[config.mk]
export PLATFORM = sky130hd
export DESIGN_NAME = alu_exec_stage
export DESIGN_NICKNAME = d
export VERILOG_FILES = /design/src/rtl/alu_exec_stage.sv
export SDC_FILE = /design/constraint.sdc
export NUM_CORES = 1
export LEC_CHECK = 0
export BUFFER_PORTS_ARGS = -buffer_cell sky130_fd_sc_hd__buf_4
export CAP_MARGIN = 20
export CELL_PAD_IN_SITES_DETAIL_PLACEMENT = 1
export CELL_PAD_IN_SITES_GLOBAL_PLACEMENT = 2
export CORE_ASPECT_RATIO = 1.1
export CORE_MARGIN = 8
export CORE_UTILIZATION = 35
export DETAILED_ROUTE_END_ITERATION = 10
export HOLD_SLACK_MARGIN = 0.08
export PLACE_DENSITY = 0.8
export SYNTH_ARGS = -nofsm -noshare
export SYNTH_HDL_FRONTEND = slang
export SYNTH_SLANG_ARGS = --single-unit
[constraint.sdc]
create_clock -name clk -period 2.9 [get_ports clk]
set_input_delay 0.29 -clock clk [delete_from_list [all_inputs] [get_ports clk]]
set_output_delay 0.29 -clock clk [all_outputs]
set_load 0.01 [all_outputs]
[src/rtl/alu_exec_stage.sv]
// Execute stage downstream of controlUnit: captures an ALU operation through valid/ready.
// Single-cycle ops finish at once; shifts and rotates step one bit per clock; the result holds until taken.
module alu_exec_stage #(
    parameter int WIDTH = 8,
    parameter int SHW   = 3
) (
    input  logic             clk,
    input  logic             rst,
    input  logic             in_valid,
    output logic             in_ready,
    input  logic [3:0]       aluOp,
    input  logic             cIn,
    input  logic             Sh_LR,
    input  logic             rotEn,
    input  logic             cmpEn,
    input  logic [WIDTH-1:0] op_a,
    input  logic [WIDTH-1:0] op_b,
    output logic             out_valid,
    input  logic             out_ready,
    output logic [WIDTH-1:0] result,
    output logic             flag_c,
    output logic             flag_z,
    output logic             flag_n,
    output logic             flag_v
);

    localparam int MSB = WIDTH - 1;

    localparam logic [3:0] OP_ADD  = 4'b0000;
    localparam logic [3:0] OP_SUB  = 4'b0001;
    localparam logic [3:0] OP_AND  = 4'b0010;
    localparam logic [3:0] OP_OR   = 4'b0011;
    localparam logic [3:0] OP_XOR  = 4'b0100;
    localparam logic [3:0] OP_NOT  = 4'b0101;
    localparam logic [3:0] OP_PASS = 4'b0110;
    localparam logic [3:0] OP_SLL  = 4'b1000;
    localparam logic [3:0] OP_SRL  = 4'b1001;
    localparam logic [3:0] OP_ASL  = 4'b1010;
    localparam logic [3:0] OP_ASR  = 4'b1011;
    localparam logic [3:0] OP_ROL  = 4'b1100;
    localparam logic [3:0] OP_ROR  = 4'b1101;
    localparam logic [3:0] OP_CMP  = 4'b1110;

    typedef enum logic [1:0] {
        IDLE  = 2'd0,
        SHIFT = 2'd1,
        DONE  = 2'd2
    } state_e;

    state_e           state;
    state_e           state_nxt;

    logic             accept;
    logic             start_shift;
    logic [SHW-1:0]   shamt;
    logic [SHW-1:0]   cnt;
    logic [3:0]       op_r;
    logic [WIDTH-1:0] work;
    logic             asl_v;

    logic [WIDTH:0]   sum;
    logic [WIDTH:0]   diff;
    logic [WIDTH-1:0] alu_res;
    logic             alu_c;
    logic             alu_z;
    logic             alu_n;
    logic             alu_v;

    logic [WIDTH-1:0] step_w;
    logic             step_c;
    logic             step_v;

    // The qualifiers only restate what aluOp already encodes; aluOp is authoritative.
    logic             unused_quals;
    assign unused_quals = ^{cIn, Sh_LR, rotEn, cmpEn};

    function automatic logic is_shift_op(input logic [3:0] op);
        return op[3] && (op[2:1] != 2'b11);
    endfunction

    assign in_ready    = (state == IDLE) && !rst;
    assign out_valid   = (state == DONE);
    assign accept      = in_valid && in_ready;
    assign shamt       = op_b[SHW-1:0];
    assign start_shift = is_shift_op(aluOp) && (shamt != '0);

    // Single-cycle datapath, evaluated on the live inputs so the result lands on the accept edge.
    always_comb begin
        // NOTE: every combinational output is given a default first, so no path can infer a latch.
        sum     = {1'b0, op_a} + {1'b0, op_b};
        diff    = {1'b0, op_a} + {1'b0, ~op_b} + {{WIDTH{1'b0}}, 1'b1};
        alu_res = '0;
        alu_c   = 1'b0;
        alu_v   = 1'b0;
        case (aluOp)
            OP_ADD: begin
                alu_res = sum[WIDTH-1:0];
                alu_c   = sum[WIDTH];
                alu_v   = (op_a[MSB] == op_b[MSB]) && (sum[MSB] != op_a[MSB]);
            end
            OP_SUB: begin
                alu_res = diff[WIDTH-1:0];
                alu_c   = diff[WIDTH];
                alu_v   = (op_a[MSB] != op_b[MSB]) && (diff[MSB] != op_a[MSB]);
            end
            OP_AND:  alu_res = op_a & op_b;
            OP_OR:   alu_res = op_a | op_b;
            OP_XOR:  alu_res = op_a ^ op_b;
            OP_NOT:  alu_res = ~op_a;
            OP_PASS: alu_res = op_b;
            OP_CMP: begin
                alu_res = op_a;
                alu_c   = diff[WIDTH];
                alu_v   = (op_a[MSB] != op_b[MSB]) && (diff[MSB] != op_a[MSB]);
            end
            // A zero-amount shift or rotate passes A through with no bit shifted out.
            OP_SLL, OP_SRL, OP_ASL, OP_ASR, OP_ROL, OP_ROR: alu_res = op_a;
            default: alu_res = '0;
        endcase
        alu_z = (alu_res == '0);
        alu_n = alu_res[MSB];
        if (aluOp == OP_CMP) begin
            alu_z = (op_a == op_b);
            alu_n = diff[MSB];
        end
    end

    // One bit of shift/rotate on the working register.
    always_comb begin
        step_w = work;
        step_c = 1'b0;
        step_v = 1'b0;
        case (op_r)
            OP_SLL: begin
                step_w = {work[MSB-1:0], 1'b0};
                step_c = work[MSB];
            end
            OP_ASL: begin
                step_w = {work[MSB-1:0], 1'b0};
                step_c = work[MSB];
                step_v = work[MSB] ^ work[MSB-1];
            end
            OP_SRL: begin
                step_w = {1'b0, work[MSB:1]};
                step_c = work[0];
            end
            OP_ASR: begin
                step_w = {work[MSB], work[MSB:1]};
                step_c = work[0];
            end
            OP_ROL: begin
                step_w = {work[MSB-1:0], work[MSB]};
                step_c = work[MSB];
            end
            OP_ROR: begin
                step_w = {work[0], work[MSB:1]};
                step_c = work[0];
            end
            default: ;
        endcase
    end

    always_comb begin
        state_nxt = state;
        case (state)
            IDLE:    if (accept) state_nxt = start_shift ? SHIFT : DONE;
            SHIFT:   if (cnt == SHW'(1)) state_nxt = DONE;
            DONE:    if (out_ready) state_nxt = IDLE;
            default: state_nxt = IDLE;
        endcase
    end

    always_ff @(posedge clk) begin
        // NOTE: state registers use <= so every process sees the value from before the edge.
        if (rst) state <= IDLE;
        else     state <= state_nxt;
    end

    // NOTE: op_r, work, cnt and asl_v are only meaningful inside SHIFT, so they carry no reset.
    always_ff @(posedge clk) begin
        if (rst) begin
            result <= '0;
            flag_c <= 1'b0;
            flag_z <= 1'b0;
            flag_n <= 1'b0;
            flag_v <= 1'b0;
        end else begin
            case (state)
                IDLE: begin
                    if (accept) begin
                        op_r  <= aluOp;
                        work  <= op_a;
                        cnt   <= shamt;
                        asl_v <= 1'b0;
                        if (!start_shift) begin
                            result <= alu_res;
                            flag_c <= alu_c;
                            flag_z <= alu_z;
                            flag_n <= alu_n;
                            flag_v <= alu_v;
                        end
                    end
                end
                SHIFT: begin
                    work  <= step_w;
                    cnt   <= cnt - SHW'(1);
                    asl_v <= asl_v | step_v;
                    if (cnt == SHW'(1)) begin
                        result <= step_w;
                        flag_c <= step_c;
                        flag_z <= (step_w == '0);
                        flag_n <= step_w[MSB];
                        flag_v <= asl_v | step_v;
                    end
                end
                default: ;
            endcase
        end
    end

endmodule

==> results.md <==
* DP HPWL at 8.561 mm
* Max rail drop VDD at 0.0001902 V
* I/O pin count at 42
* Post-synthesis sequential area ratio at 24.61%
* Antenna Cells at 0
* Synthesized Nets at 441
* DRT Pass-1 Iters at 4
* Initial antenna violation count at 0
* Pint at roughly 1.0 mW
* Post-synth top cells: nand2_1, a21oi_1, nor2_1
* Synth Register Bits at 30
* Clock share of power at between 20% and 30%
* Leakage at 1.524 nW
* Unique cell type count in the Yosys netlist at 71
* Pin count of the biggest net entering global routing at 22
* Setup bufs post-CTS at 0
* Routability congestion estimate at 0.8573
* Die Y at roughly 110 um
* Area share of the largest cell type after synthesis at between 10% and 20%
* Post-CTS Hold Buffers at 0
* Cell Area, Placed at 0.003530 mm^2
* Sw Ratio at 35.56%
* CP Max Fanout at 5
* Synth Flop Type: edfxtp_1
* Part of the power in registers at between 30% and 40%
* Post-synth ARST share at 0%
* Max-capacitance violation count at 0
* Max Fclk at 400.7 MHz
* Least-Margin Pin Slew at 625.2 ps
* Total placed cells including tap cells at 529
* Synth area leaders: edfxtp_1, ha_1, dfxtp_1
* Die area at 0.01210 mm^2
* Synth area leader: edfxtp_1
* Via count at 3071
* Number of synthesized flops with an enable pin at 16
* WP data arrival at 2680 ps
* Gr ovfl total at 0
* Synth Instances at 385
* Clock transition at path regs at 70 ps
* Kind of critical path: primary input to flop
* Routed Antenna Nets at 0
* Row count at 36
* Global-route wire length before repair at ~17 mm
* CTS tree: done
* Total Routing Usage GR at 18.05%
* Starting DRT DRC Count at roughly 190
* Die width at roughly 110 um
* P_sw at 0.5568 mW
* Required time of the critical path at 3080 ps
* Worst Setup Start Kind: primary input
* Final Hold Fails at 0
* Clock Latency Late Sink at roughly 290 ps
* Post-route DRC at 0
* RSZ-0062 raised after global routing: false
* PD cells at 430.0 mW/mm^2
* H-tree depth at 2
* Tmin final at 2496 ps
* Drt wl/cell at roughly 20 um
* Buffer levels on the longest clock path at 2
* Final wirelength at roughly 11 mm
* Core ar. at 0.008738 mm^2
* Port Buffers at 37
* Initial Util at 35.38%
* YS warnings at 0
* Min-Delay Path Class: primary input to flop
* Number of global-route vias before repair at 3248
* Outcome: completed
* Root buf cell: clkbuf_8
* CTS buffer count at 5
* Final setup violating endpoints at 0
* Vias per std cell at 5.719
* Period utilisation layout at between 80% and 90%
* Share of post-route cells with drive strength above 1 at 20.09%
* Setup TNS at 0 ps
* NumNets Final at 478
* Syn_area_per_cell at 8.030 um^2
* Rel. slew slack at 58.32%
* Post-Route Skew at 7.191 ps
* Gate power share at 38.5%
* Cell Area, Synth at between 0.003 and 0.004 mm^2
* Fin cells at 537
* Final Max Tran Viols at 0
* Final core occ at 41.67%
* Post-route cell area at 0.003641 mm^2
* Post-CTS resize count at 0
* Area Overhead vs Synth at 17.77%
* Top-count cell post-synth: nand2_1
* Clock Sinks at 30
* Worst Setup End Kind: flop
==> logic make-up (layout without fill, tap and decap cells) <==
| family | Yosys count | after routing | synth area share, % |
|---|---|---|---|
| muxes | 12 | 12 | 4.532 |
| xor gates and xnor gates | 7 | 7 | 1.983 |
| DFF | 30 | 30 | 24.61 |
| buffers and inverters | 51 | 89 | 6.960 |
| and+or+nand+nor | 137 | 137 | 23.15 |
| AOI/OAI and AO/OA | 120 | 120 | 26.95 |
| adders and majority gates | 28 | 28 | 11.82 |
==> cells in the final DEF (no fill, tap or decap), drive strengths merged, types with 6 or more instances in the layout <==
master	n
a211oi	7
a21oi	27
a221oi	6
and2	6
and3	9
buf	55
clkbuf	8
dfxtp	14
edfxtp	16
ha	26
inv	25
mux2	6
nand2	31
nand2b	7
nand3	13
nor2	27
nor3	16
o211ai	6
o21ai	26
o22ai	6
or3	6
==> area by class of cell <==
type	count	area, um^2
Multi-Input combinational cell	304	2116
Timing Repair Buffer	55	412.9
Sequential cell	30	760.7
Fill cell	1083	5097
Inverter	26	97.59
Clock buffer	8	111.4
Tap cell	114	142.6
==> worst max-delay path, stage by stage <==
cell	delay (ps)
buf_4	120
inv_1	60
ha_1	350
or2_2	320
a221oi_1	260
buf_4	170
o221ai_1	150
mux2_2	310
a211oi_2	270
o21ai_0	160
a32o_1	220
==> per-layer routing <==
metal  track usage [%]  vias to the layer above  routed length [um]
met5                 0                        -                   0
li1                  -                     1493                   -
met2             32.42                       56                5468
met1             21.66                     1506                4680
met4             6.479                        0                 231
met3             1.914                       16                 395
==> worst paths after layout <==
check / from / to / slack (ps) / cells past startpoint
max: op_a[1] / flag_n / 400 / 11
min: aluOp[3] / op_r[3] / 230 / 1
max reg2reg: state[0] / flag_z / 540 / 7
min reg2reg: result[6] / result[6] / 460 / 2
==> registers in the layout, summed over array words and instances (netlist names) <==
name and count:
result 8, work 8, op_r 4, cnt 3, state 2, asl_v 1, flag_c 1, flag_n 1
flag_v 1, flag_z 1
==> metrics by stage <==
step                power [mW]  hold slack, ps  worst slack [ps]
detailed placement       1.161           452.9             66.56
global placement         1.147           445.1             174.7
floorplan               0.9227           388.9             449.9
CTS                      1.572           213.5             368.7
finish                   1.566           228.0             404.5
global route             1.657           217.1             202.1
==> power by group through the flow <==
stage,sequential (mW),combinational (mW),clock [mW]
global placement,0.557,0.590,0
detailed placement,0.558,0.603,0
finish,0.549,0.603,0.414
global route,0.555,0.669,0.434
floorplan,0.549,0.373,0
CTS,0.549,0.607,0.417
Power figures use the tool's default switching activity.
